[src/rtl/cross_bar_slave_arbiter.sv]
// rtl/cross_bar_slave_arbiter.sv - per-slave round-robin arbiter with ack/abandon/watchdog release
// Grant is held until ack, requester drop or watchdog expiry; release hands over with no bubble.
module cross_bar_slave_arbiter #(
  parameter int MASTER_N    = 4,
  parameter int TIMEOUT_CYC = 16,
  parameter int ID_W        = $clog2(MASTER_N)
) (
  input  logic                clk,
  input  logic                rst,
  input  logic [MASTER_N-1:0] req_i,
  input  logic                ack_i,
  output logic [MASTER_N-1:0] gnt_o,
  output logic [ID_W-1:0]     gnt_id_o,
  output logic                busy_o,
  output logic                timeout_o
);

  localparam logic [0:0] IDLE = 1'b0;
  localparam logic [0:0] BUSY = 1'b1;

  localparam bit          WDOG_EN  = (TIMEOUT_CYC != 0);
  localparam logic [15:0] CNT_LAST = 16'(WDOG_EN ? TIMEOUT_CYC - 1 : 0);

  logic [0:0]          state;
  logic [ID_W-1:0]     ptr;
  logic [15:0]         cnt;

  logic [ID_W-1:0]     nxt_ptr;
  logic [ID_W-1:0]     start;
  logic [MASTER_N-1:0] cand;
  logic [ID_W-1:0]     idx;
  logic [ID_W-1:0]     win;
  logic                found;
  logic [MASTER_N-1:0] win_oh;
  logic                owner_req;
  logic                expire;
  logic                release_now;

  assign nxt_ptr     = (gnt_id_o == ID_W'(MASTER_N - 1)) ? '0 : gnt_id_o + ID_W'(1);
  assign owner_req   = req_i[gnt_id_o];
  assign expire      = WDOG_EN && (cnt == CNT_LAST);
  assign release_now = ack_i || !owner_req || expire;
  assign busy_o      = (state == BUSY);

  // On handover the current owner is masked and the search restarts just past it.
  assign start = (state == BUSY) ? nxt_ptr : ptr;
  assign cand  = (state == BUSY) ? (req_i & ~gnt_o) : req_i;

  always_comb begin
    found = 1'b0;
    win   = '0;
    idx   = '0;
    for (int k = 0; k < MASTER_N; k++) begin
      idx = ID_W'((int'(start) + k) % MASTER_N);
      if (!found && cand[idx]) begin
        found = 1'b1;
        win   = idx;
      end
    end
  end

  assign win_oh = {{(MASTER_N-1){1'b0}}, 1'b1} << win;

  always_ff @(posedge clk) begin
    if (rst) begin
      state     <= IDLE;
      ptr       <= '0;
      cnt       <= '0;
      gnt_o     <= '0;
      gnt_id_o  <= '0;
      timeout_o <= 1'b0;
    end else begin
      timeout_o <= 1'b0;
      case (state)
        IDLE: begin
          if (found) begin
            state    <= BUSY;
            gnt_o    <= win_oh;
            gnt_id_o <= win;
            cnt      <= '0;
          end
        end
        default: begin
          if (release_now) begin
            ptr       <= nxt_ptr;
            cnt       <= '0;
            // Only a pure watchdog release reports timeout; ack and abandon take precedence.
            timeout_o <= !ack_i && owner_req && expire;
            if (found) begin
              gnt_o    <= win_oh;
              gnt_id_o <= win;
            end else begin
              state    <= IDLE;
              gnt_o    <= '0;
              gnt_id_o <= '0;
            end
          end else if (cnt != 16'hFFFF) begin
            cnt <= cnt + 16'd1;
          end
        end
      endcase
    end
  end

endmodule

[config.mk]
export PLATFORM = sky130hd
export DESIGN_NAME = cross_bar_slave_arbiter
export DESIGN_NICKNAME = d
export VERILOG_FILES = /design/src/rtl/cross_bar_slave_arbiter.sv
export SDC_FILE = /design/constraint.sdc
export NUM_CORES = 1
export LEC_CHECK = 0
export ABC_AREA = 0
export CAP_MARGIN = 5
export CORE_MARGIN = 3
export CORE_UTILIZATION = 50
export DETAILED_ROUTE_END_ITERATION = 10
export HOLD_SLACK_MARGIN = 0.06
export PLACE_DENSITY = 0.74
export SLEW_MARGIN = 5
export SYNTH_ARGS = -nofsm -noshare
export SYNTH_HDL_FRONTEND = slang
export SYNTH_SLANG_ARGS = --single-unit
[constraint.sdc]
create_clock -name clk -period 1.92 [get_ports clk]
set_clock_uncertainty 0.05 [all_clocks]
set_input_delay 0.384 -clock clk [delete_from_list [all_inputs] [get_ports clk]]
set_output_delay 0.384 -clock clk [all_outputs]
set_load 0.02 [all_outputs]
== Yosys cells after proc, flatten, opt, wreduce, memory -nomap -nowiden ==
Cells that the tools add are included.
Word-level totals
  register bits: 26
  output and inout bits: 8
  word-level logic and storage cells: 79
Cells by class
  $add $sub $neg: 5
  order comparisons: 5
  equality and inequality tests: 5
  shift operators: 1
  muxes and demuxes: 36
  bitwise gates (word level): 4
  reduce and logical (&&, ||, !) cells: 17
Operators with widths (count)
  16-bit 2-to-1 mux: 4
  2-bit 2-to-1 mux: 10
  4-bit 2-to-1 mux: 5
  16-bit by 1-bit adder with 16-bit output (second input constant): 1
  16-bit by 4-bit equality test with 1-bit output (second input constant): 1
  16-bit inequality test (second input constant): 1
  2-bit by 3-bit less-than comparator with 1-bit output (second input constant): 5
  1-bit 2-to-1 mux: 12
  1-bit binary-select mux with 2-bit select: 5
  2-bit AND reduction: 3
  1-bit logical AND: 5
  1-bit zero test: 5
  2-bit by 1-bit adder with 2-bit output (second input constant): 2
  2-bit adder (second input constant): 2
  4-bit bitwise AND: 1
  4-bit inverter: 1
  1-bit by 2-bit << shifter with 4-bit output (first input constant): 1
  3-bit by 1-bit inequality test with 1-bit output (second input constant): 1
  3-bit OR reduction: 1
  2-bit equality test (second input constant): 1
  1-bit logical OR: 2
  2-bit by 1-bit inequality test with 1-bit output (second input constant): 1
  1-bit inverter: 2
  2-bit nonzero test: 1

== Depth between registers and ports, before layout ==
  word-level depth: 19
  depth in mapped cells: 7
  mapped depth without buffers: 6

== Worst setup path before layout ==
OpenSTA, ideal clock, no wires.
  path type: reg-to-reg
  start: register gnt_id_o[1]
  end: register gnt_id_o[0]
  library setup time: 0.071 ns
  data arrival time: 1.956 ns
  setup slack: -0.157 ns
  cell stages (with the launch flop): 7
  buffers on the path: 0
  period minus slack after synthesis: 2.077 ns
  cell sequence: dfxtp_1 ha_1 mux2i_1 mux2i_1 nor2_1 or4_1 a21oi_1
Between the ends
  word-level cells in the longest chain between the ends: 18
  elaborated cells on any way between the ends: 41
RTL lines
  start, declared: line 13  | output logic [ID_W-1:0] gnt_id_o,
  start signal, assigned: line 79  | gnt_id_o <= win;
  start signal, assigned: line 91  | gnt_id_o <= win;
  2-bit by 1-bit adder with 2-bit output / 2-bit equality test (equally long branches): line 39  | assign nxt_ptr = (gnt_id_o == ID_W'(MASTER_N - 1)) ? '0 : gnt_id_o + ID_W'(1);
  2-bit 2-to-1 mux *: line 39
  net nxt_ptr[1]: line 28  | logic [ID_W-1:0] nxt_ptr;
  2-bit 2-to-1 mux *: line 46  | assign start = (state == BUSY) ? nxt_ptr : ptr;
  branches (longest 15 deep; another with 2-bit by 1-bit adder with 2-bit output)
Mark *: on every way through the listed nets, which the timed path passes. The select of a mux whose other input is x is not followed.
A chain may end at the register's enable or synchronous reset.

== Worst setup path after layout ==
  start: register cnt[6]
  end: register cnt[15]
Between the ends
  word-level cells in the longest chain between the ends: 4
  elaborated cells on any way between the ends: 9
RTL lines
  start, declared: line 26  | logic [15:0] cnt;
  start signal, assigned: line 98  | cnt <= cnt + 16'd1;
  16-bit by 1-bit adder with 16-bit output / 16-bit by 4-bit equality test with 1-bit output (equally long branches): line 98, 41
  16-bit 2-to-1 mux / 1-bit logical OR (equally long branches): line 97, 42
  16-bit 2-to-1 mux / 3-bit by 1-bit inequality test with 1-bit output (equally long branches)
  16-bit 2-to-1 mux / 2-bit AND reduction (equally long branches)
Several ways; a longest one is shown, not always the timed one. The select of a mux whose other input is x is not followed.

==> out/qor.txt <==
Worst path max stage delay -> 0.52 ns
FF-to-FF setup slack -> -0.1 ns
Hold Crit Depth -> 2
Fin nets -> 253
CTS clk-pin slew, worst paths -> 0.16 ns
IO Pins -> 15
HP Class -> register to register
Post-synth EDFFs -> 0
Starting DRT DRC Count -> 132
Filler instances -> 162
Synthesized cell area -> 1490 um2
# clock sinks -> 26
Worst-margin pin slew -> 0.446 ns
Minimum clock period -> 2.02 ns
Clk Latency, worst-skew pair -> 0.33 ns
Crit path launch -> cnt[6]
Area post-placement -> 2000 um2
Layout cells sized above 1 -> 0.358
Maximum vdd drop -> 0.000644 V
Design area -> 2250 um2
Port bufs -> 14
Critical Path End -> cnt[15]
Worst r2r dst -> cnt[15]
Syn. warnings -> 0
Critical path endpoint category -> register
CP Launch Type -> register
Detailed Place HPWL -> 3.15 mm
Die Footprint -> 3680 um2
Critical Path RT -> 2.15 ns
LEAKAGE -> 0.910 nW
Count leader, synth -> dfxtp_1
Number of global-route vias before repair -> 1610
Pin count of the biggest net entering global routing -> 17
Share of the synthesized area in the top cell type -> 0.349
Total grt overflow -> 0
Synth Flop Type -> dfxtp_1
Rel. slew slack -> 0.700
Final setup fails -> 13
Setup CP Type -> register to register
Via Count -> 1748
Detailed Route WL -> 4.82 mm
Initial antenna violation count -> 0
Fmax -> 495 MHz
Area leader, netlist -> dfxtp_1
Vias per cell -> 6.38
Root buffer cell -> clkbuf_4
Ant diodes -> 0
FFs w/ async S/R, synth -> 0
Synthesized Nets -> 190
Number of H-tree levels -> 1
Worst reg2reg path depth -> 6
Wire per inst -> 17.6 um
Die H -> 60.6 um
Stages on worst setup path -> 6
Initial Utilization -> 0.532
PwrDens -> 645 nW/um2
CTS buffer count -> 3
First-pass GRT wire length -> 7.09 mm
Worst r2r src -> cnt[6]
Die outline width -> 60.6 um
Critical path's top delay family -> simple AND/OR/NAND/NOR gates
DP Worst Slack -> -0.418 ns
Failing checks -> negative setup slack
Hold-fix buffers at CTS -> 0
Synth Instances -> 181
Max Cap Viol -> 0
Antenna viol nets, final -> 0
Setup tns final -> -0.548 ns
Placed Cells -> 264
Worst path slowest cell -> or4b_1
Area grow syn2layout -> 50.7%
Final std cells w/o fill -> 274
Syn avg cell area -> 8.25 um2
Clock Path Buffers -> 2
Min setup slack post-route -> -0.0998 ns
Core box area -> 2810 um2
Drt pass-1 iters -> 4
Residual DRC -> 0
Cell Chain, Critical Path -> buf_6 -> and4_4 -> nand4_1 -> or4b_1 -> or3_1 -> a21oi_2
Top post-synthesis cells by area -> dfxtp_1 35%, a21oi_1 6.4%, o21ai_0 4.0%, or4_1 3.5%, mux2i_1 3.4%
Distinct cell type count after synthesis -> 45
Crit Path Max Fanout -> 5
Post-synth top cells -> 26 x dfxtp_1, 19 x a21oi_1, 12 x o21ai_0, 11 x nor2_1, 10 x nand2_1
Status -> finished, violations left
RD Place Congestion -> 0.846
CTS tree -> built
Sequential area share after synthesis -> 0.349
Critical path data arrival time -> 2.25 ns
Tcrit/Tclk final -> 1.05
Final hold violation count -> 0
Flops & latches, synth -> 26
Final slew viol count -> 0
Critical path buffers and inverters -> 1
Cell row count -> 19
RSZ-0062 raised after global routing -> true
Total GRT Usage -> 0.253
worst min-delay path by stage:
| stage | start | endpoint | slack [ns] |
|---|---|---|---|
| after global routing | ptr[0] | ptr[0] | 0.45 |
| final | ptr[0] | ptr[0] | 0.42 |
| after detailed placement | ptr[0] | ptr[0] | 0.40 |
| after floorplan | ptr[0] | ptr[0] | 0.38 |
| after CTS | ptr[0] | ptr[0] | 0.43 |
| after global placement | ptr[0] | ptr[0] | 0.39 |
power by group:
| part | switching (mW) | total, mW | internal (mW) |
|---|---|---|---|
| Combinational | 0.204 | 0.443 | 0.238 |
| Clock | 0.174 | 0.385 | 0.211 |
| Sequential | 0.0484 | 0.623 | 0.574 |
tightest hold or removal path: stages, from the launching register on:
cell and delay [ns]:
dfxtp_1 0.34, nand2_1 0.05, a21oi_1 0.05
final cells by class:
type / count / area [um2] / area share
flip-flops and latches: 26 / 541 / 0.240
clock buffers: 3 / 22.5 / 0.0100
inverters: 7 / 26.3 / 0.0117
multi-input cells: 141 / 1040 / 0.462
well taps: 31 / 38.8 / 0.0172
repair buffers: 65 / 553 / 0.246
clock inverters: 1 / 30.0 / 0.0133
metal layers:
layer / vias to the layer above / track usage / part of all wire
li1: 826 / - / -
met1: 843 / 0.359 / 0.44
met5: - / 0 / 0
met2: 71 / 0.405 / 0.50
met3: 8 / 0.0213 / 0.047
met4: 0 / 0.0805 / 0.014
state kept, by name (all words and copies together), names as in the netlist:
| register | cells |
|---|---|
| cnt | 16 |
| gnt_id_o | 2 |
| busy_o | 1 |
| ptr | 2 |
| gnt_o | 4 |
| timeout_o | 1 |
cell families (layout without fill, tap and decap cells):
logic type | Yosys count | after routing | share of synthesized area
adder cells (fa/ha/maj) | 2 | 2 | 0.0168
AO/OA/AOI/OAI | 58 | 58 | 0.251
multiplexers | 5 | 5 | 0.0335
flip-flops | 26 | 26 | 0.349
AND/OR/NAND/NOR | 76 | 76 | 0.309
buffers and inverters | 14 | 76 | 0.0411
metrics by stage:
stage / hold WS, ns / utilization / power, mW
5_1_grt: 0.454 / 0.802 / 1.51
4_1_cts: 0.426 / 0.772 / 1.42
3_5_place_dp: 0.405 / 0.715 / 1.01
6_report: 0.422 / 0.802 / 1.45
3_3_place_gp: 0.387 / 0.715 / 0.996
2_1_floorplan: 0.377 / - / 0.820
repair_timing:
item | CTS | global route
endpoints found under the setup margin | 17 | 24
buffers inserted | 4 | 2
pin swaps | 7 | 5
resized for setup | 23 | 16
cloned | 0 | 0
placed cells by master, fill, tap and decap left out, types with 2 or more instances in the layout:
cell type	n
buf_4	47
a21oi_1	17
dfxtp_1	16
o21ai_0	12
nor2_1	11
nand2_1	10
clkdlybuf4s50_1	10
or3_1	8
inv_1	7
dfxtp_2	7
or4_1	6
nand4_1	5
o31ai_1	5
mux2i_1	4
nor3_1	4
a22o_1	4
nor4_4	3
nand2b_1	3
a21boi_0	3
nand3_1	3
dfxtp_4	3
clkbuf_4	3
nor2b_1	2
or2_4	2
and4_4	2
and3_1	2
or4b_1	2
nor4_1	2
a21oi_2	2
dlygate4sd2_1	2
dlymetal6s2s_1	2
buf_6	2
(Power assumes the default switching activity.)
